===== config.mk =====
export PLATFORM = sky130hd
export DESIGN_NAME = coincidence_capture_flat
export DESIGN_NICKNAME = d
export VERILOG_FILES = /design/src/rtl/coincidence_capture_if.sv /design/src/rtl/coincidence_capture.sv /design/src/flat_wrapper.sv
export SDC_FILE = /design/constraint.sdc
export NUM_CORES = 1
export LEC_CHECK = 0
export ABC_AREA = 1
export BUFFER_PORTS_ARGS = -buffer_cell sky130_fd_sc_hd__buf_2
export CORE_ASPECT_RATIO = 0.7
export CORE_MARGIN = 1
export CORE_UTILIZATION = 40
export CTS_CLUSTER_SIZE = 30
export DETAILED_ROUTE_END_ITERATION = 6
export PLACE_DENSITY = 0.69
export SYNTH_ARGS = -nofsm -noshare
export SYNTH_HDL_FRONTEND = slang
export SYNTH_SLANG_ARGS = --single-unit

===== constraint.sdc =====
create_clock -name clock -period 2.2 [get_ports clock]
set_input_delay 0.33 -clock clock [delete_from_list [all_inputs] [get_ports clock]]
set_output_delay 0.33 -clock clock [all_outputs]
set_load 0.01 [all_outputs]

===== src/rtl/coincidence_capture_if.sv =====
// Report channel of coincidence_capture: valid/ready handshake carrying the
// captured data word, start timestamp and overlap length.
interface coincidence_capture_if #(
    parameter int DATA_W  = 2,
    parameter int LEN_W   = 8,
    parameter int STAMP_W = 16
);
    logic               cap_valid;
    logic               cap_ready;
    logic [DATA_W-1:0]  cap_data;
    logic [STAMP_W-1:0] cap_stamp;
    logic [LEN_W-1:0]   cap_len;

    modport master (
        output cap_valid,
        output cap_data,
        output cap_stamp,
        output cap_len,
        input  cap_ready
    );

    modport slave (
        input  cap_valid,
        input  cap_data,
        input  cap_stamp,
        input  cap_len,
        output cap_ready
    );
endinterface


===== src/rtl/coincidence_capture.sv =====
// Detects overlaps of two strobes, timestamps and measures each overlap, and
// offers one report at a time over a valid/ready channel; overlaps starting
// while a report is unconsumed are counted and flagged as overrun.
module coincidence_capture #(
    parameter int DATA_W  = 2,
    parameter int LEN_W   = 8,
    parameter int STAMP_W = 16
) (
    input  logic              clock,
    input  logic              reset_n,
    input  logic              d_strb,
    input  logic              f_strb,
    input  logic [DATA_W-1:0] data_in,
    input  logic              clr_overrun,
    coincidence_capture_if.master cap,
    output logic [LEN_W-1:0]  event_cnt,
    output logic              overrun
);

    typedef enum logic [1:0] {
        IDLE   = 2'b00,
        ACTIVE = 2'b01,
        REPORT = 2'b10
    } state_t;

    state_t             state_r, state_s;
    logic               prev_r;
    logic [STAMP_W-1:0] ts_r;
    logic               valid_r, valid_s;
    logic [DATA_W-1:0]  data_r, data_s;
    logic [STAMP_W-1:0] stamp_r, stamp_s;
    logic [LEN_W-1:0]   len_r, len_s;
    logic [LEN_W-1:0]   cnt_r;
    logic               overrun_r;
    logic               overlap_s;
    logic               start_s;
    logic               overrun_set_s;

    assign overlap_s = d_strb & f_strb;
    assign start_s   = overlap_s & ~prev_r;

    // State register
    always_ff @(posedge clock or negedge reset_n) begin
        if (!reset_n) begin
            state_r <= IDLE;
        end else begin
            state_r <= state_s;
        end
    end

    // Next-state and next report contents
    always_comb begin
        state_s       = state_r;
        valid_s       = valid_r;
        data_s        = data_r;
        stamp_s       = stamp_r;
        len_s         = len_r;
        overrun_set_s = 1'b0;
        case (state_r)
            IDLE: begin
                if (start_s) begin
                    state_s = ACTIVE;
                    data_s  = data_in;
                    stamp_s = ts_r;
                    len_s   = LEN_W'(1'b1);
                end else begin
                    state_s = IDLE;
                end
            end
            ACTIVE: begin
                if (overlap_s) begin
                    if (len_r != {LEN_W{1'b1}}) begin
                        len_s = len_r + LEN_W'(1'b1);
                    end else begin
                        len_s = len_r;
                    end
                end else begin
                    state_s = REPORT;
                    valid_s = 1'b1;
                end
            end
            REPORT: begin
                if (cap.cap_ready) begin
                    valid_s = 1'b0;
                    if (start_s) begin
                        state_s = ACTIVE;
                        data_s  = data_in;
                        stamp_s = ts_r;
                        len_s   = LEN_W'(1'b1);
                    end else begin
                        state_s = IDLE;
                    end
                end else begin
                    // Pending report wins; the new overlap is only counted
                    overrun_set_s = start_s;
                end
            end
            default: begin
                state_s = IDLE;
                valid_s = 1'b0;
            end
        endcase
    end

    // Report registers, timestamp, overlap history, event counter, overrun
    always_ff @(posedge clock or negedge reset_n) begin
        if (!reset_n) begin
            valid_r   <= 1'b0;
            data_r    <= '0;
            stamp_r   <= '0;
            len_r     <= '0;
            ts_r      <= '0;
            prev_r    <= 1'b0;
            cnt_r     <= '0;
            overrun_r <= 1'b0;
        end else begin
            valid_r <= valid_s;
            data_r  <= data_s;
            stamp_r <= stamp_s;
            len_r   <= len_s;
            ts_r    <= ts_r + STAMP_W'(1'b1);
            prev_r  <= overlap_s;
            if (start_s && (cnt_r != {LEN_W{1'b1}})) begin
                cnt_r <= cnt_r + LEN_W'(1'b1);
            end else begin
                cnt_r <= cnt_r;
            end
            if (overrun_set_s) begin
                overrun_r <= 1'b1;
            end else if (clr_overrun) begin
                overrun_r <= 1'b0;
            end else begin
                overrun_r <= overrun_r;
            end
        end
    end

    assign cap.cap_valid = valid_r;
    assign cap.cap_data  = data_r;
    assign cap.cap_stamp = stamp_r;
    assign cap.cap_len   = len_r;
    assign event_cnt     = cnt_r;
    assign overrun       = overrun_r;

endmodule


===== src/flat_wrapper.sv =====
// flat-port wrapper written by rule: the top's interface ports become plain ports
module coincidence_capture_flat 
#(
    parameter int DATA_W  = 2,
    parameter int LEN_W   = 8,
    parameter int STAMP_W = 16
)
  (clock, reset_n, d_strb, f_strb, data_in, clr_overrun, event_cnt, overrun, cap_cap_valid, cap_cap_data, cap_cap_stamp, cap_cap_len, cap_cap_ready);
  coincidence_capture_if #(.DATA_W(DATA_W), .LEN_W(LEN_W), .STAMP_W(STAMP_W)) cap_i ();
  input  logic clock;
  input  logic reset_n;
  input  logic d_strb;
  input  logic f_strb;
  input  logic [DATA_W-1:0] data_in;
  input  logic clr_overrun;
  output logic [LEN_W-1:0] event_cnt;
  output logic overrun;
  output wire logic [$bits(cap_i.cap_valid)-1:0] cap_cap_valid;
  output wire logic [$bits(cap_i.cap_data)-1:0] cap_cap_data;
  output wire logic [$bits(cap_i.cap_stamp)-1:0] cap_cap_stamp;
  output wire logic [$bits(cap_i.cap_len)-1:0] cap_cap_len;
  input wire logic [$bits(cap_i.cap_ready)-1:0] cap_cap_ready;
  assign cap_cap_valid = cap_i.cap_valid;
  assign cap_cap_data = cap_i.cap_data;
  assign cap_cap_stamp = cap_i.cap_stamp;
  assign cap_cap_len = cap_i.cap_len;
  assign cap_i.cap_ready = cap_cap_ready;
  coincidence_capture #(.DATA_W(DATA_W), .LEN_W(LEN_W), .STAMP_W(STAMP_W)) u_core (.clock(clock), .reset_n(reset_n), .d_strb(d_strb), .f_strb(f_strb), .data_in(data_in), .clr_overrun(clr_overrun), .cap(cap_i), .event_cnt(event_cnt), .overrun(overrun));
endmodule

After elaboration in Yosys (flattened, before gate mapping)
Index checks and enable logic that the tools add are counted.
{"block": "totals", "reg_bits": 55, "latchBits": 0, "ramBits": 0, "rom_bits": 0, "output_inout_bits": 36, "memories": 0}
{"block": "op_classes", "n_addsub": 3, "multipliers": 0, "div": 0, "order_cmp": 0, "eq_ne": 8, "shifts": 0, "muxes": 22, "bitwise_logic": 4, "reduce_logical": 9}
{"cell": "16-bit 2-to-1 mux", "n": 2}
{"cell": "8-bit 2-to-1 mux", "n": 4}
{"cell": "16-bit case mux with 2 select lines", "n": 1}
{"cell": "8-bit case mux with 3 select lines", "n": 1}
{"cell": "16-bit by 1-bit adder with 16-bit output (second input constant)", "n": 1}
{"cell": "8-bit by 1-bit adder with 8-bit output (second input constant)", "n": 2}
{"cell": "8-bit inequality test (second input constant)", "n": 2}
{"cell": "2-bit 2-to-1 mux", "n": 4}
{"cell": "1-bit 2-to-1 mux", "n": 7}
{"cell": "2-bit case mux with 3 select lines", "n": 1}
{"cell": "2-bit by 1-bit inequality test with 1-bit output (second input constant)", "n": 2}
{"cell": "2-bit inequality test (second input constant)", "n": 2}
{"cell": "2-bit case mux with 2 select lines", "n": 1}
{"cell": "2-bit AND reduction", "n": 2}
{"cell": "4-bit AND reduction", "n": 1}
{"cell": "2-bit nonzero test", "n": 2}
{"cell": "1-bit case mux with 3 select lines", "n": 1}
{"cell": "3-bit AND reduction", "n": 1}
{"cell": "3-bit nonzero test", "n": 1}
{"cell": "1-bit AND", "n": 2}
{"cell": "2-bit by 1-bit == test with 1-bit output (second input constant)", "n": 1}
{"cell": "2-bit == test (second input constant)", "n": 1}
{"cell": "2-bit zero test", "n": 1}
{"cell": "1-bit NOT", "n": 2}
{"cell": "1-bit logical AND", "n": 1}

Logic depth before layout (Yosys ltp)
{"block": "depth", "depth_word": 5, "ltp_mapped": 9, "depth_no_buf": 9}

Worst setup path before layout
Ideal clock, no wire load.
{"block": "synth_timing", "kind": "register to register", "from": "register u_core.cnt_r[0], in the netlist u_core.event_cnt[0]", "to": "register u_core.cnt_r[5], in the netlist u_core.event_cnt[5]", "setup_time_ns": 0.127, "arrival_ns": 1.263, "t_required_ns": 2.073, "path_slack_ns": 0.811, "stages_incl_launch_ff": 8, "synth_period_minus_slack_ns": 1.389, "path_cell_list": "dfrtp_1 > ha_1 > nand3_1 > nor2_1 > nand2_1 > nand2_1 > buf_4 > o21ai_0"}
{"block": "synth_between", "elab_chain_len": 2}
{"item": "start: declaration", "line_no": "coincidence_capture.sv:33", "source": "logic [LEN_W-1:0] cnt_r;"}
{"item": "start signal: assignment", "line_no": "coincidence_capture.sv:124", "source": "cnt_r <= cnt_r + LEN_W'(1'b1);"}
{"item": "start signal: assignment", "line_no": "coincidence_capture.sv:126", "source": "cnt_r <= cnt_r;"}
{"item": "branches (longest 2 deep; another with 8-bit by 1-bit adder with 8-bit output)"}
Parallel ways; which one is timed is not known.
A chain may end at the register's enable or synchronous reset.

Worst setup path in the final report
{"block": "layout_timing", "from": "register u_core.cnt_r[0], in the netlist u_core.event_cnt[0]", "to": "register u_core.cnt_r[6], in the netlist u_core.event_cnt[6]"}
The elaborated chain is that of the path after synthesis.

==> metrics.md <==
| Metric | Value |
|---|---|
| Worst Setup SP | `u_core.event_cnt[0]` |
| Tot GR Track Use | `16.6%` |
| Cell Rows | `23` |
| Vias/cell | `4.67` |
| Min Tclk post-route | `1.61 ns` |
| Worst Tran Pin Value | `0.615 ns` |
| Routability congestion estimate | `0.783` |
| First-pass GRT wire length | `8760 um` |
| Die Height | `68.8 um` |
| Port Buffers | `43` |
| Congestion Overflow GR | `0` |
| Arrival time worst endpoint | `1.79 ns` |
| Worst Path Buf+Inv | `0` |
| Maximum vdd drop | `0.000381 V` |
| Status | `completed` |
| Biggest area consumer among synthesized cells | `dfrtp_1` |
| Worst hold path class | `input pin to asynchronous set/reset pin` |
| Layout Cells excl Fill | `420` |
| Crit start category | `register` |
| WP data required | `2.38 ns` |
| Placed Cells | `412` |
| Share of the synthesized area in the top cell type | `54.0%` |
| Ratio of cells with drive above 1 in the final layout | `19.7%` |
| Layout Skew | `0.0106 ns` |
| CTS max path bufs | `2` |
| Clk_lat worst skew | `0.31 ns` |
| CP max stage delay | `0.42 ns` |
| List of most frequent post-synthesis cells | `120 x nand2_1, 55 x dfrtp_1, 21 x inv_1` |
| DRC | `0` |
| # IOs | `44` |
| Max Freq | `0.619 GHz` |
| Diodes inserted | `0` |
| Iteration-0 DRC Markers | `70` |
| Core area | `5930 um2` |
| Initial Util | `43.0%` |
| Setup total negative slack | `0 ns` |
| Worst path cell trace | `ha_1, nand3_1, nor2_1, nand2_1, nand2_1, o21ai_0` |
| Max_slew headroom | `59.0%` |
| Num Clock Sinks | `55` |
| Initial antenna violation count | `0` |
| Post-synthesis sequential area ratio | `54.0%` |
| Total number of vias | `1962` |
| Nets | `355` |
| CP Max Fanout | `11` |
| Post-cts sizing count | `0` |
| Clock transition at the registers of the reported paths | `0.10 ns` |
| TritonCTS clock tree | `yes` |
| Final Setup Violations | `0` |
| Part of the cycle the worst path needs | `73.4%` |
| Die W | `97.4 um` |
| CTS HTree Levels | `2` |
| Async SR Flop Fraction | `100%` |
| Most common cell in the netlist | `nand2_1` |
| Syn-to-layout area delta | `16.2%` |
| Leakage power | `1.55 nW` |
| Post-detail-place hpwl | `3540 um` |
| Max_cap viols | `0` |
| Final-report hold violation count | `0` |
| Routed WL | `4890 um` |
| Worst Setup End Kind | `register` |
| Yosys reg bits | `55` |
| Post-Synthesis Cells | `297` |
| Mapped Nets | `308` |
| Power per cell area | `754 nW/um2` |
| Final Max Slew Viols | `0` |
| CP dominant cell by count | `nand2_1` |
| Setup repair after global routing missed its margin | `no` |
| Ys flop type | `dfrtp_1` |
| Synth Cell Area | `2550 um2` |
| Die ar. | `6700 um2` |
| CP delay by family, top | `simple AND/OR/NAND/NOR gates` |
| Router iterations before antenna repair | `5` |
| Wire per inst | `11.6 um` |
| Crit path max-delay cell type | `dfrtp_1` |
| Avg Cell Area, Syn | `8.58 um2` |
| Root buffer cell | `clkbuf_8` |
| Antenna-violating nets left | `0` |
| Largest net degree at the start of global routing | `30` |
| Vias in the first global route | `1871` |
| Final Hold Slack | `0.0289 ns` |
| EDFF count, synth | `0` |
| Hold buffers post-CTS | `0` |
| Post-DP Area | `2840 um2` |
| Top post-synthesis cells by area | `dfrtp_1 54%, nand2_1 18%, xor2_1 3.4%, o21ai_0 3.1%, inv_1 3.1%` |
| Total CTS buffers | `5` |
| Yosys cell types | `27` |
| Syn. warnings | `0` |
| Worst R2R Start | `u_core.event_cnt[0]` |
| Final instance area | `2960 um2` |
| # Post-CTS Setup Buffers | `0` |
| CP Class | `register to register` |
through the flow:
step / worst slack [ns] / utilization [%] / power [mW]
CTS: 0.556 / 49.9 / 2.26
floorplan: 0.811 / - / 1.42
detailed placement: 0.438 / 48.0 / 1.57
global placement: 0.493 / 48.0 / 1.56
finish: 0.586 / 49.9 / 2.23
global route: 0.335 / 49.9 / 2.37
cells in the final DEF (no fill, tap or decap), drive strengths merged, types with 2 or more instances in the layout:
| cell type | instances |
|---|---|
| o21ai | 16 |
| nand3 | 11 |
| nor3b | 2 |
| buf | 44 |
| nand2 | 124 |
| xor2 | 10 |
| xnor2 | 7 |
| nor3 | 5 |
| a21oi | 3 |
| ha | 3 |
| nor2 | 22 |
| dfrtp | 55 |
| clkbuf | 6 |
| o21bai | 2 |
| inv | 27 |
| nand4 | 3 |
layout make-up:
cell class / instances / area (um2)
clock buffers: 6 / 82.6
multi-input cells: 211 / 1040
repair buffers: 44 / 235
fillers: 560 / 2970
inverters: 27 / 101
well taps: 75 / 93.8
clock inverters: 2 / 35.0
flip-flops and latches: 55 / 1380
registers in the layout (all words and copies together), names as in the netlist:
name	count
u_core.cap.cap_data	2
u_core.cap.cap_len	8
u_core.cap.cap_stamp	16
u_core.cap.cap_valid	1
u_core.event_cnt	8
u_core.overrun	1
u_core.prev_r	1
u_core.state_r	2
u_core.ts_r	16
report_power, final:
| part | switching (mW) | internal [mW] | total, mW |
|---|---|---|---|
| Combinational | 0.209 | 0.149 | 0.358 |
| Clock | 0.323 | 0.369 | 0.691 |
| Sequential | 0.0836 | 1.10 | 1.18 |
| Total | 0.615 | 1.62 | 2.23 |
worst paths after layout:
| kind | to | slack, ns | depth (start not counted) |
|---|---|---|---|
| min | u_core.cap.cap_len[4] | 0.03 | 1 |
| max reg2reg | u_core.event_cnt[6] | 0.59 | 6 |
| max in group asynchronous | u_core.cap.cap_stamp[10] | 1.60 | 2 |
| min in group clock | u_core.cap.cap_data[0] | 0.22 | 3 |
| min reg2reg | u_core.cap.cap_stamp[9] | 0.48 | 2 |
| max | u_core.event_cnt[6] | 0.59 | 6 |
logic make-up after synthesis:
family,share of synthesized area [%]
and+or+nand+nor,28.5
AOI/OAI and AO/OA,4.86
adders and majority gates,1.47
xor gates and xnor gates,5.84
DFF,54.0
buffers and inverters,5.35
per-layer routing:
layer	GRT usage, %	part of all wire [%]	wire [um]
met2	25.8	40	1960
met3	4.94	6.4	314
met5	0	0	0
met1	23.2	53	2580
met4	3.86	0.59	29
Power figures use the tool's default switching activity.
